<file path="config.mk">
export PLATFORM = sky130hd
export DESIGN_NAME = risc_toy_fetch_queue
export DESIGN_NICKNAME = d
export VERILOG_FILES = /design/src/rtl/risc_toy_fetch_queue.sv
export SDC_FILE = /design/constraint.sdc
export NUM_CORES = 1
export LEC_CHECK = 0
export CAP_MARGIN = 10
export CORE_MARGIN = 2
export CORE_UTILIZATION = 51
export CTS_BUF_LIST = sky130_fd_sc_hd__clkbuf_2
export DETAILED_ROUTE_END_ITERATION = 12
export PLACE_DENSITY = 0.87
export SLEW_MARGIN = 20
export SYNTH_ARGS = -nofsm -noshare
export SYNTH_HDL_FRONTEND = slang
export SYNTH_SLANG_ARGS = --single-unit
</file>
<file path="constraint.sdc">
create_clock -name CLK -period 6.5 [get_ports CLK]
set_input_delay 0.975 -clock CLK [delete_from_list [all_inputs] [get_ports CLK]]
set_output_delay 0.975 -clock CLK [all_outputs]
set_load 0.05 [all_outputs]
</file>
<file path="src/rtl/risc_toy_fetch_queue.sv">
// RISC_TOY instruction-fetch front end: PC ownership, 1-cycle memory request pipe and a DEPTH-entry fetch FIFO.
// Optional in-fetch J prediction is enabled by defining RISC_TOY_FETCH_JPRED_EN.
module risc_toy_fetch_queue #(
  parameter int             AW       = 30,
  parameter int             DW       = 32,
  parameter int             DEPTH    = 4,
  parameter logic [AW-1:0]  RESET_PC = '0,
  localparam int            PW       = $clog2(DEPTH),
  localparam int            CW       = PW + 1
) (
  input  logic          CLK,
  input  logic          RSTN,
  output logic          IREQ,
  output logic [AW-1:0] IADDR,
  input  logic [DW-1:0] INSTR,
  input  logic          REDIR_V,
  input  logic [AW-1:0] REDIR_PC,
  output logic          O_VALID,
  input  logic          O_READY,
  output logic [DW-1:0] O_INSTR,
  output logic [AW-1:0] O_PC,
  output logic [CW-1:0] FQ_CNT
);

  logic [AW-1:0] fetch_pc_q, fetch_pc_d;
  logic          inflight_q, inflight_d;
  logic [AW-1:0] inflight_pc_q, inflight_pc_d;
  logic          inflight_epoch_q, inflight_epoch_d;
  logic          epoch_q, epoch_d;
  logic [PW-1:0] rd_ptr_q, rd_ptr_d;
  logic [PW-1:0] wr_ptr_q, wr_ptr_d;
  logic [CW-1:0] cnt_q, cnt_d;

  logic [DW-1:0] entry_instr [DEPTH];
  logic [AW-1:0] entry_pc    [DEPTH];

  logic          pop;
  logic          resp;
  logic          push;
  logic          issue;
  logic          jpred;
  logic [CW:0]   occ;

  assign O_VALID = (cnt_q != '0);
  assign pop     = O_VALID & O_READY;
  // Occupancy the FIFO will need to absorb if nothing new were issued.
  assign occ     = {1'b0, cnt_q} + (CW+1)'(inflight_q) - (CW+1)'(pop);
  assign issue   = RSTN & ~REDIR_V & (occ < (CW+1)'(DEPTH));
  assign resp    = inflight_q & (inflight_epoch_q == epoch_q);
  assign push    = resp & ~REDIR_V;

`ifdef RISC_TOY_FETCH_JPRED_EN
  logic [AW-1:0] jump_pc;
  assign jpred   = push & (INSTR[31:27] == 5'b10001);
  assign jump_pc = inflight_pc_q + {{(AW-20){INSTR[21]}}, INSTR[21:2]};
`else
  assign jpred   = 1'b0;
`endif

  assign IREQ    = issue;
  assign IADDR   = fetch_pc_q;
  assign FQ_CNT  = cnt_q;
  assign O_INSTR = entry_instr[rd_ptr_q];
  assign O_PC    = entry_pc[rd_ptr_q];

  always_comb begin
    fetch_pc_d       = fetch_pc_q;
    epoch_d          = epoch_q ^ (REDIR_V | jpred);
    inflight_d       = issue;
    inflight_pc_d    = fetch_pc_q;
    inflight_epoch_d = epoch_q;
    if (issue) begin
      fetch_pc_d = fetch_pc_q + AW'(1);
    end
`ifdef RISC_TOY_FETCH_JPRED_EN
    if (jpred) begin
      fetch_pc_d = jump_pc;
    end
`endif
    if (REDIR_V) begin
      fetch_pc_d = REDIR_PC;
    end
  end

  // A redirect still lets the current pop complete; it only empties what is left.
  always_comb begin
    cnt_d    = cnt_q + CW'(push) - CW'(pop);
    rd_ptr_d = rd_ptr_q + PW'(pop);
    wr_ptr_d = wr_ptr_q + PW'(push);
    if (REDIR_V) begin
      cnt_d    = '0;
      rd_ptr_d = '0;
      wr_ptr_d = '0;
    end
  end

  always_ff @(posedge CLK) begin
    if (!RSTN) begin
      fetch_pc_q       <= RESET_PC;
      inflight_q       <= 1'b0;
      inflight_pc_q    <= RESET_PC;
      inflight_epoch_q <= 1'b0;
      epoch_q          <= 1'b0;
      rd_ptr_q         <= '0;
      wr_ptr_q         <= '0;
      cnt_q            <= '0;
    end else begin
      fetch_pc_q       <= fetch_pc_d;
      inflight_q       <= inflight_d;
      inflight_pc_q    <= inflight_pc_d;
      inflight_epoch_q <= inflight_epoch_d;
      epoch_q          <= epoch_d;
      rd_ptr_q         <= rd_ptr_d;
      wr_ptr_q         <= wr_ptr_d;
      cnt_q            <= cnt_d;
    end
  end

  // Storage entries carry no reset; their contents are only observed while counted.
  for (genvar gi = 0; gi < DEPTH; gi++) begin : g_entry
    logic [DW-1:0] instr_q, instr_d;
    logic [AW-1:0] pc_q, pc_d;

    always_comb begin
      instr_d = instr_q;
      pc_d    = pc_q;
      if (push && (wr_ptr_q == PW'(gi))) begin
        instr_d = INSTR;
        pc_d    = inflight_pc_q;
      end
    end

    always_ff @(posedge CLK) begin
      instr_q <= instr_d;
      pc_q    <= pc_d;
    end

    assign entry_instr[gi] = instr_q;
    assign entry_pc[gi]    = pc_q;
  end

endmodule

</file>
==> results_dict.tcl <==
set metrics [dict create \
    cp_common_cell "clkdlybuf4s50_1" \
    cts_tree "built" \
    yosys.area.top_type "edfxtp_1" \
    die_area_um2 24900 \
    route.detailed.drc 0 \
    grtUsageMet2 0.301 \
    slowest_stage "clkdlybuf4s50_1" \
    timing.rr.end "IADDR[29]$_SDFFE_PN0P_" \
    synthTopCellsByArea "edfxtp_1, dfxtp_1, mux4_2, xnor2_1, and2_1" \
    antenna_found_initial 1 \
    setup_slack_ps 1610 \
    fin_skew_ps 83.5 \
    cts-root-buf "clkbuf_2" \
    dr.pass1.iters 4 \
    ios 163 \
    grt_util_all_layers 0.190 \
    cap_violations 0 \
    power_mw 3.88 \
    holdBufCountCts 0 \
    status "finished clean" \
    synthCells 653 \
    max_stage_delay_ps 850 \
    seq_area_frac_synth 0.734 \
    yosysWarnings 0 \
    placementRows 56 \
    grt_pass1_wl_mm 36.0 \
    setup_viol 0 \
    crit_type "input pin to output pin" \
    critPathCaptureType "output pin" \
    final_util 0.630 \
    syn-num-nets 725 \
    numPortBuffers 162 \
    drt_iter0_drc 401 \
    met3_usage 0.0537 \
    nets 938 \
    area_delta_synth_final_pct 21.9 \
    ys_ff_latch 318 \
    grt_pass1_vias 6941 \
    required_ps 5520 \
    holdPathEnd "g_entry[0].pc_q[27]$_DFFE_PP_" \
    wirelength_mm 22.8 \
    holdCritStartpoint "inflight_pc_q[27]$_SDFF_PN0_" \
    cts.sinks 318 \
    fin_crit_sh 0.752 \
    critPathMaxFanout 28 \
    r2r_slack_ps 3720 \
    placed_area_um2 14000 \
    place_hpwl_mm 13.7 \
    cts_buffers 77 \
    clock_latency_ps 800 \
    dieHeight_um 158 \
    yosys.area.top_type_share 0.618 \
    vias_per_cell 5.33 \
    clk_pin_slew_worst_paths_ps 100 \
    slew_headroom 0.357 \
    grt_max_degree 64 \
    async_flop_share 0 \
    pre_cts_ws_ps 1640 \
    power_density_nw_per_um2 264 \
    path_cells "clkdlybuf4s50_1 -> and2_1 -> nand2b_1 -> ha_1 -> or2_1 -> a311o_1 -> buf_4 -> a21oi_1 -> clkdlybuf4s50_1" \
    top_usage_layer "met2" \
    ant_nets 0 \
    arrival_ps 3920 \
    wl_per_cell_um 18.4 \
    ir_worst_vdd_v 0.000116 \
    worst_slew_pin_slew_ps 964 \
    synth_edf_count 248 \
    finalHoldViolations 0 \
    grt_overflow_total 0 \
    start_kind "input pin" \
    drv_slew 0 \
    post_cts_buffers 0 \
    regToRegStartpoint "FQ_CNT[2]$_SDFF_PN0_" \
    synth_common_cells "edfxtp_1, dfxtp_1, mux4_2" \
    grt_use_met1 0.250 \
    core-area_um2 23300 \
    h-tree-depth 3 \
    max_freq_ghz 0.204 \
    vias 6625 \
    rsz0062_at_grt "false" \
    min_path_type "flop to flop" \
    die_x_um 158 \
    setup-tns-final_ps 0 \
    p_leak_nw 4.82 \
    synth_cell_type_count 45 \
    min_period_ps 4890 \
    cts_resized 0 \
    drive_above_1_share 0.245 \
    synth_area_per_cell_um2 18.5 \
    yosysMostFrequentCell "edfxtp_1" \
    gp_congestion 0.835 \
    clock_path_buffers 3 \
    initial_utilization 0.517 \
    netlist_area_um2 12100 \
    fin_area_um2 14700 \
    synth_flop_cell "edfxtp_1" \
    hold_depth 0 \
    reg2regPathDepth 10 \
]
-- registers in the layout, indices dropped and copies added, names as in the netlist --
signal / flops
inflight_q: 1
g_entry.instr_q: 128
inflight_pc_q: 30
FQ_CNT: 3
inflight_epoch_q: 1
IADDR: 30
rd_ptr_q: 2
wr_ptr_q: 2
epoch_q: 1
g_entry.pc_q: 120
-- layout by cell type, fill, tap and decap left out, types with 2 or more instances in the layout --
master / netlist / final
a2111oi_2: 6 / 6
a211oi_1: 2 / 2
a211oi_2: 11 / 11
a21oi_1: 32 / 32
and2_1: 35 / 35
and3_1: 4 / 3
and4_1: 6 / 6
buf_4: 0 / 8
clkbuf_2: 1 / 124
clkdlybuf4s50_1: 0 / 162
clkinv_1: 1 / 7
clkinv_2: 0 / 2
dfxtp_1: 70 / 68
dfxtp_4: 0 / 2
edfxtp_1: 248 / 248
ha_1: 5 / 5
inv_1: 7 / 7
inv_2: 0 / 3
mux4_2: 62 / 62
nand2_1: 13 / 13
nand3_1: 14 / 14
nand4_1: 7 / 7
nor2_1: 10 / 9
nor2b_1: 2 / 2
nor3_1: 4 / 3
o21ai_0: 28 / 28
xnor2_1: 30 / 30
xor2_1: 2 / 2
-- worst max-delay path, delay by kind of cell --
kind | cells | cell delay [ps]
buffers and inverters | 3 | 1620
and+or+nand+nor | 3 | 600
adders and majority gates | 1 | 220
AOI/OAI and AO/OA | 2 | 500
-- stage by stage --
stage / instances / hold slack [ps]
after global placement: 1106 / 449
after detailed placement: 1106 / 462
after floorplan: 653 / 438
after global routing: 1243 / 462
after CTS: 1242 / 448
final: 1243 / 444
-- power breakdown --
part / switching [mW] / internal, mW / total (mW)
clock: 0.712 / 0.536 / 1.25
combinational: 0.218 / 0.142 / 0.360
sequential: 0.0412 / 2.23 / 2.27
-- layer usage --
metal | wire (um) | up-vias
met5 | 0 | -
met4 | 345 | 0
met3 | 1730 | 27
met2 | 11000 | 244
met1 | 9790 | 3280
li1 | - | 3074
-- area by class of cell --
| type | instances | area, um2 |
|---|---|---|
| antenna | 1 | 2.50 |
| clock buffer | 124 | 621 |
| clock inverter | 12 | 73.8 |
| fill | 1676 | 8630 |
| inverter | 8 | 30.0 |
| multi-input combinational | 291 | 3040 |
| sequential | 318 | 8860 |
| tap | 319 | 399 |
| timing repair buffer | 170 | 1680 |
-- how the worst max path moves through the flow --
stage / endpoint / from / slack, ps / depth (start not counted)
2_1_floorplan: g_entry[1].instr_q[0]$_DFFE_PP_ / REDIR_V / 90 / 3
3_3_place_gp: IREQ / O_READY / 1690 / 9
3_5_place_dp: IREQ / O_READY / 1640 / 9
4_1_cts: IREQ / O_READY / 1620 / 9
5_1_grt: IREQ / O_READY / 1510 / 9
6_report: IREQ / O_READY / 1610 / 9
-- cell families (layout without fill, tap and decap cells) --
logic type,Yosys count,after routing,synth area share
XOR/XNOR,32,32,0.0232
AO/OA/AOI/OAI,88,88,0.0541
buffers and inverters,44,314,0.0160
multiplexers,63,63,0.117
AND/OR/NAND/NOR,102,102,0.0492
adder cells (fa/ha/maj),6,6,0.00685
flip-flops,318,318,0.734
other,0,1,0
Note: power is estimated with default switching activity, not from simulation.
